### src/rtl/hazard_sched.sv
// ---------------------------------------------------------------------------
// hazard_sched
//
// Central stall/flush scheduler for the 5-stage pipeline (IF, ID, EX, MEM, WB).
// It detects load-use hazards, sequences multi-cycle data-memory waits with a
// bounded timeout, and drives hold/bubble/flush controls into the pipeline
// registers and the PC. No datapath values pass through this block.
//
// Parameters
//   MEM_TIMEOUT : max consecutive MEM_WAIT cycles tolerated (1..255)
//   CNT_W       : wait counter width, 2**CNT_W > MEM_TIMEOUT
//
// Ports
//   clk_i, rst_i (synchronous, active low)
//   id_rs1_i, id_rs2_i, id_use_rs1_i, id_use_rs2_i, id_branch_taken_i : ID stage
//   ex_ctrl_i, ex_rd_i   : EX-stage control code and destination register
//   mem_ctrl_i           : MEM-stage control code
//   dmem_ready_i         : data memory completes the access this cycle
//   dmem_req_o           : data memory request
//   pc_write_o           : PC update enable
//   ifid_hold_o / ifid_flush_o, idex_hold_o / idex_bubble_o,
//   exmem_hold_o, memwb_bubble_o : pipeline register controls
//   mem_timeout_o        : sticky fatal-timeout flag
//   state_o              : FSM state (RUN=0, LU_STALL=1, MEM_WAIT=2, ERROR=3)
//
// Optional build macro HAZ_SCHED_PERF_EN adds two saturating 32-bit counters:
//   stall_cnt_o : cycles with pc_write_o=0 outside ERROR
//   flush_cnt_o : cycles with ifid_flush_o=1
//
// Handshake: dmem_req_o is a request held for as long as the MEM-stage access
// is pending; the access completes in the cycle where dmem_req_o=1 and
// dmem_ready_i=1. dmem_ready_i is ignored in every other cycle.
// ---------------------------------------------------------------------------

// Pipeline control-code encoding shared with the datapath.
`ifndef Ctrl_NOP
`define Ctrl_NOP 4'h0
`endif
`ifndef Ctrl_LW
`define Ctrl_LW 4'h1
`endif
`ifndef Ctrl_SW
`define Ctrl_SW 4'h2
`endif

module hazard_sched #(
    parameter int unsigned MEM_TIMEOUT = 16,
    parameter int unsigned CNT_W       = 8
) (
    input  logic        clk_i,
    input  logic        rst_i,
    input  logic [4:0]  id_rs1_i,
    input  logic [4:0]  id_rs2_i,
    input  logic        id_use_rs1_i,
    input  logic        id_use_rs2_i,
    input  logic        id_branch_taken_i,
    input  logic [3:0]  ex_ctrl_i,
    input  logic [4:0]  ex_rd_i,
    input  logic [3:0]  mem_ctrl_i,
    input  logic        dmem_ready_i,
    output logic        dmem_req_o,
    output logic        pc_write_o,
    output logic        ifid_hold_o,
    output logic        ifid_flush_o,
    output logic        idex_hold_o,
    output logic        idex_bubble_o,
    output logic        exmem_hold_o,
    output logic        memwb_bubble_o,
    output logic        mem_timeout_o,
`ifdef HAZ_SCHED_PERF_EN
    output logic [31:0] stall_cnt_o,
    output logic [31:0] flush_cnt_o,
`endif
    output logic [1:0]  state_o
);

    typedef enum logic [1:0] {
        ST_RUN      = 2'd0,
        ST_LU_STALL = 2'd1,
        ST_MEM_WAIT = 2'd2,
        ST_ERROR    = 2'd3
    } state_t;

    // Counter value seen on the last tolerated stalled cycle.
    localparam logic [CNT_W-1:0] LAST_CNT = CNT_W'(MEM_TIMEOUT - 1);

    state_t           state_q, state_d;
    logic [CNT_W-1:0] wait_cnt_q, wait_cnt_d;
    logic             timeout_q, timeout_d;

    logic mem_acc;
    logic mem_stall;
    logic load_use;
    logic in_error;

    assign in_error  = (state_q == ST_ERROR);
    assign mem_acc   = (mem_ctrl_i == `Ctrl_LW) || (mem_ctrl_i == `Ctrl_SW);
    assign mem_stall = mem_acc && !dmem_ready_i && !in_error;
    // x0 is hard-wired zero, so a load targeting it never creates a hazard.
    assign load_use  = (ex_ctrl_i == `Ctrl_LW) && (ex_rd_i != 5'd0) &&
                       ((id_use_rs1_i && (id_rs1_i == ex_rd_i)) ||
                        (id_use_rs2_i && (id_rs2_i == ex_rd_i)));

    // State register
    always_ff @(posedge clk_i) begin
        if (!rst_i) begin
            state_q    <= ST_RUN;
            wait_cnt_q <= '0;
            timeout_q  <= 1'b0;
        end else begin
            state_q    <= state_d;
            wait_cnt_q <= wait_cnt_d;
            timeout_q  <= timeout_d;
        end
    end

    // Next-state and control outputs, priority ERROR > mem_stall > load_use > branch.
    always_comb begin
        state_d        = ST_RUN;
        wait_cnt_d     = '0;
        timeout_d      = timeout_q;
        pc_write_o     = 1'b1;
        ifid_hold_o    = 1'b0;
        ifid_flush_o   = 1'b0;
        idex_hold_o    = 1'b0;
        idex_bubble_o  = 1'b0;
        exmem_hold_o   = 1'b0;
        memwb_bubble_o = 1'b0;

        if (in_error) begin
            // Freeze the whole pipeline until reset.
            state_d        = ST_ERROR;
            pc_write_o     = 1'b0;
            ifid_hold_o    = 1'b1;
            idex_hold_o    = 1'b1;
            exmem_hold_o   = 1'b1;
            memwb_bubble_o = 1'b1;
        end else if (mem_stall) begin
            // Flush and load-use bubbles are suppressed here: the held ID
            // instruction is re-evaluated once the memory access completes.
            pc_write_o     = 1'b0;
            ifid_hold_o    = 1'b1;
            idex_hold_o    = 1'b1;
            exmem_hold_o   = 1'b1;
            memwb_bubble_o = 1'b1;
            wait_cnt_d     = wait_cnt_q + 1'b1;
            if (wait_cnt_q == LAST_CNT) begin
                state_d   = ST_ERROR;
                timeout_d = 1'b1;
            end else begin
                state_d   = ST_MEM_WAIT;
            end
        end else if (load_use) begin
            // Branch flush is deferred: the ID instruction stays put one cycle.
            pc_write_o    = 1'b0;
            ifid_hold_o   = 1'b1;
            idex_bubble_o = 1'b1;
            state_d       = ST_LU_STALL;
        end else begin
            ifid_flush_o  = id_branch_taken_i;
        end
    end

    assign dmem_req_o    = mem_acc && !in_error;
    assign mem_timeout_o = timeout_q;
    assign state_o       = state_q;

`ifdef HAZ_SCHED_PERF_EN
    logic [31:0] stall_cnt_q;
    logic [31:0] flush_cnt_q;

    always_ff @(posedge clk_i) begin
        if (!rst_i) begin
            stall_cnt_q <= '0;
            flush_cnt_q <= '0;
        end else begin
            if (!pc_write_o && !in_error && (stall_cnt_q != 32'hFFFF_FFFF)) begin
                stall_cnt_q <= stall_cnt_q + 32'd1;
            end
            if (ifid_flush_o && (flush_cnt_q != 32'hFFFF_FFFF)) begin
                flush_cnt_q <= flush_cnt_q + 32'd1;
            end
        end
    end

    assign stall_cnt_o = stall_cnt_q;
    assign flush_cnt_o = flush_cnt_q;
`endif

endmodule

### config.mk
export PLATFORM = sky130hd
export DESIGN_NAME = hazard_sched
export DESIGN_NICKNAME = d
export VERILOG_FILES = /design/src/rtl/hazard_sched.sv
export SDC_FILE = /design/constraint.sdc
export NUM_CORES = 1
export LEC_CHECK = 0
export BUFFER_PORTS_ARGS = -buffer_cell sky130_fd_sc_hd__buf_4
export CORE_MARGIN = 2
export CORE_UTILIZATION = 30
export DETAILED_ROUTE_END_ITERATION = 10
export PLACE_DENSITY = 0.61
export SYNTH_ARGS = -nofsm -noshare
export SYNTH_HDL_FRONTEND = slang
export SYNTH_SLANG_ARGS = --single-unit
### constraint.sdc
create_clock -name clk_i -period 1.9 [get_ports clk_i]
set_input_delay 0.095 -clock clk_i [delete_from_list [all_inputs] [get_ports clk_i]]
set_output_delay 0.095 -clock clk_i [all_outputs]
set_load 0.05 [all_outputs]
==> flow_metrics.py <==
metrics = {
    "setup_path": {
        "crit_buf_inv": 2,
        "path_cells": "buf_4, or4b_4, a21oi_4, nor3b_2, buf_4",
        "crit_required_ns": 1.80,
        "cp.arrival_ns": 1.33,
        "crit_path_max_fanout": 5,
        "slowest_stage": "or4b_4",
        "start_kind": "input port",
        "rrSetupSlack_ns": 0.71,
        "path_class": "in -> out",
        "cp_top_family": "simple AND/OR/NAND/NOR gates",
        "cp-end-kind": "output port",
        "cp_slowest_stage_delay_ns": 0.53,
        "crit_top_cell": "buf_4",
    },
    "yosys": {
        "syn_nets": 107,
        "syn-cell-area_um2": 679.4,
        "synth_top_family_by_area": "simple AND/OR/NAND/NOR gates",
        "synthAdderAreaFrac": 0.01842,
        "synth.area.mux_share": 0,
        "synthXorXnorAreaFrac": 0.2192,
        "synth_simple_gate_area_frac": 0.2983,
        "syn_area_per_cell_um2": 8.823,
        "yosysSeqAreaShare": 0.3241,
        "ys.warnings.count": 0,
        "synth-seq-cells": 11,
        "synthCells": 77,
        "ys_types": 27,
        "synth_compound_area_frac": 0.1123,
    },
    "clock_network": {
        "htree_levels": 1,
        "clock-sinks": 11,
        "max-clock-path-buffers": 2,
        "cts_setup_buffers": 0,
        "cts_tree": "done",
        "cts_root_buf": "clkbuf_4",
        "cts_hold_buf": 0,
        "clock_latency_ns": 0.27,
        "cts.repair.resized": 0,
        "path_clk_slew_ns": 0.07,
        "cts_buffers": 3,
    },
    "power_and_ir_drop": {
        "clkPwrFrac": 0.305,
        "leakage_nw": 0.4109,
        "share_comb_of_total_power": 0.255,
        "p_switching_uw": 145.1,
        "p_sw_frac": 0.2749,
        "p_total_uw": 527.8,
        "powerDensity_nw_per_um2": 515.0,
        "p_int_uw": 382.7,
        "seqPwrFrac": 0.440,
        "ir_worst_vdd_v": 0.0003512,
    },
    "drt": {
        "wl_per_cell_um": 10.43,
        "routed_wl_mm": 1.523,
        "detail-route-antenna-nets": 0,
        "drtPass1Iterations": 3,
        "via_per_inst": 4.562,
        "vias": 666,
        "drt_iter0_drc": 4,
        "drcViolationCount": 0,
    },
    "timing": {
        "timing.setup.tns_ns": 0,
        "finClkSkew_ns": 0.002482,
        "worst_pin_slew_ns": 0.4151,
        "relSlewSlack": 0.7207,
        "period_share": 0.7476,
        "timing.final.ws_setup_ns": 0.4795,
        "setup_violations": 0,
        "fmax_mhz": 704.0,
        "hold_violations": 0,
        "finalCriticalPeriod_ns": 1.421,
        "rsz0062_at_grt": "false",
        "finalMaxSlewViolations": 0,
        "worst_hold_slack_ns": 0.08015,
    },
    "die": {
        "die_w_um": 51.59,
        "die_y_um": 51.59,
        "dieArea_um2": 2662,
        "core_area_um2": 2170,
        "initial_utilization": 0.3131,
        "num_io_pins": 40,
        "rows": 17,
    },
    "placement": {
        "hpwl_mm": 1.259,
        "port_buffers": 39,
        "pre_cts_ws_ns": 0.4748,
        "routabilityCongestion": 0.7523,
    },
    "layout": {
        "layout-drive-gt1-share": 0.4492,
        "area_delta_synth_final_pct": 50.83,
        "fin_nets": 149,
        "fillers": 218,
        "final_cell_mix": "buf_4, xnor2_1, dfxtp_1",
        "num_antenna_cells": 0,
        "final_util": 0.4723,
        "final_common_cell": "buf_4",
    },
    "global_routing": {
        "antenna_found_initial": 0,
        "grt_use_total": 0.1212,
        "grt_overflow": 0,
        "grt_start_max_net_pins": 10,
        "grt_pass1_wl_mm": 2.442,
        "first_global_vias": 617,
    },
    "job": {
        "cap_violations": 0,
    },
    "hold_path": {
        "hp-class": "in -> reg",
    },
    "status": {
        "status": "completed",
    },
}
## worst min-delay path: cells and delay by family
family                 cells  cell delay, ns
buffers and inverters      1            0.12
AOI/OAI and AO/OA          1            0.06
and+or+nand+nor            1            0.05
## final timing paths
path | start | endpoint | depth (start not counted)
worst max-delay path | ex_ctrl_i[1] | idex_bubble_o | 5
worst min-delay path | rst_i | mem_timeout_o | 3
worst min register to register | mem_timeout_o | mem_timeout_o | 2
worst max register to register | wait_cnt_q[0] | wait_cnt_q[6] | 5
## metal layers
layer  track usage  part of all wire  up-vias
li1              -                 -      354
met1        0.1489              0.44      280
met2        0.1923              0.43       29
met3       0.04023              0.11        3
met4       0.05263             0.011        0
met5             0                 0        -
## registers in the layout, indices dropped and copies added, names as in the netlist
name and count:
mem_timeout_o 1, state_o 2, wait_cnt_q 8
## power by group through the flow
stage          sequential, mW  clock, mW  combinational (mW)
2_1_floorplan           0.239          0              0.0662
3_3_place_gp            0.238          0               0.133
3_5_place_dp            0.238          0               0.135
4_1_cts                 0.232      0.164               0.136
5_1_grt                 0.232      0.170               0.144
6_report                0.232      0.161               0.135
## layout make-up
class / count / area [um2] / area share
clock buffers: 4 / 26.28 / 0.02564
inverters: 1 / 3.754 / 0.003663
multi-input cells: 63 / 446.7 / 0.4359
flip-flops and latches: 11 / 220.2 / 0.2149
well taps: 28 / 35.03 / 0.03419
repair buffers: 39 / 292.8 / 0.2857
## metrics by stage
step | instances | cell area [um2]
2_1_floorplan | 77 | 685.7
3_3_place_gp | 142 | 998.5
3_5_place_dp | 142 | 998.5
4_1_cts | 146 | 1025
5_1_grt | 146 | 1025
6_report | 146 | 1025
## cells in the mapped netlist (all sizes together)
library cell / count / area, um2
o211ai: 1 / 12.51
xor2: 2 / 17.52
inv: 1 / 3.750
a21o: 1 / 8.760
nor3: 2 / 10.01
o21ai: 1 / 5.000
a21oi: 3 / 26.28
buf: 2 / 15.01
or4b: 1 / 13.76
ha: 1 / 12.51
a2111oi: 1 / 8.760
dfxtp: 11 / 220.2
xnor2: 15 / 131.4
nand3: 6 / 40.04
nand2: 8 / 32.54
or4: 1 / 11.26
nand4: 3 / 18.77
and2: 1 / 6.260
nor4: 2 / 12.51
nor2: 10 / 37.54
o22ai: 1 / 6.260
nor3b: 1 / 12.51
o22a: 1 / 8.760
and3: 1 / 7.510
## cells by family after synthesis
group                    Yosys count
AO/OA/AOI/OAI                      9
AND/OR/NAND/NOR                   36
buffers and inverters              3
adder cells (fa/ha/maj)            1
flip-flops                        11
XOR/XNOR                          17
No activity file was read; power rests on OpenSTA's default activity.
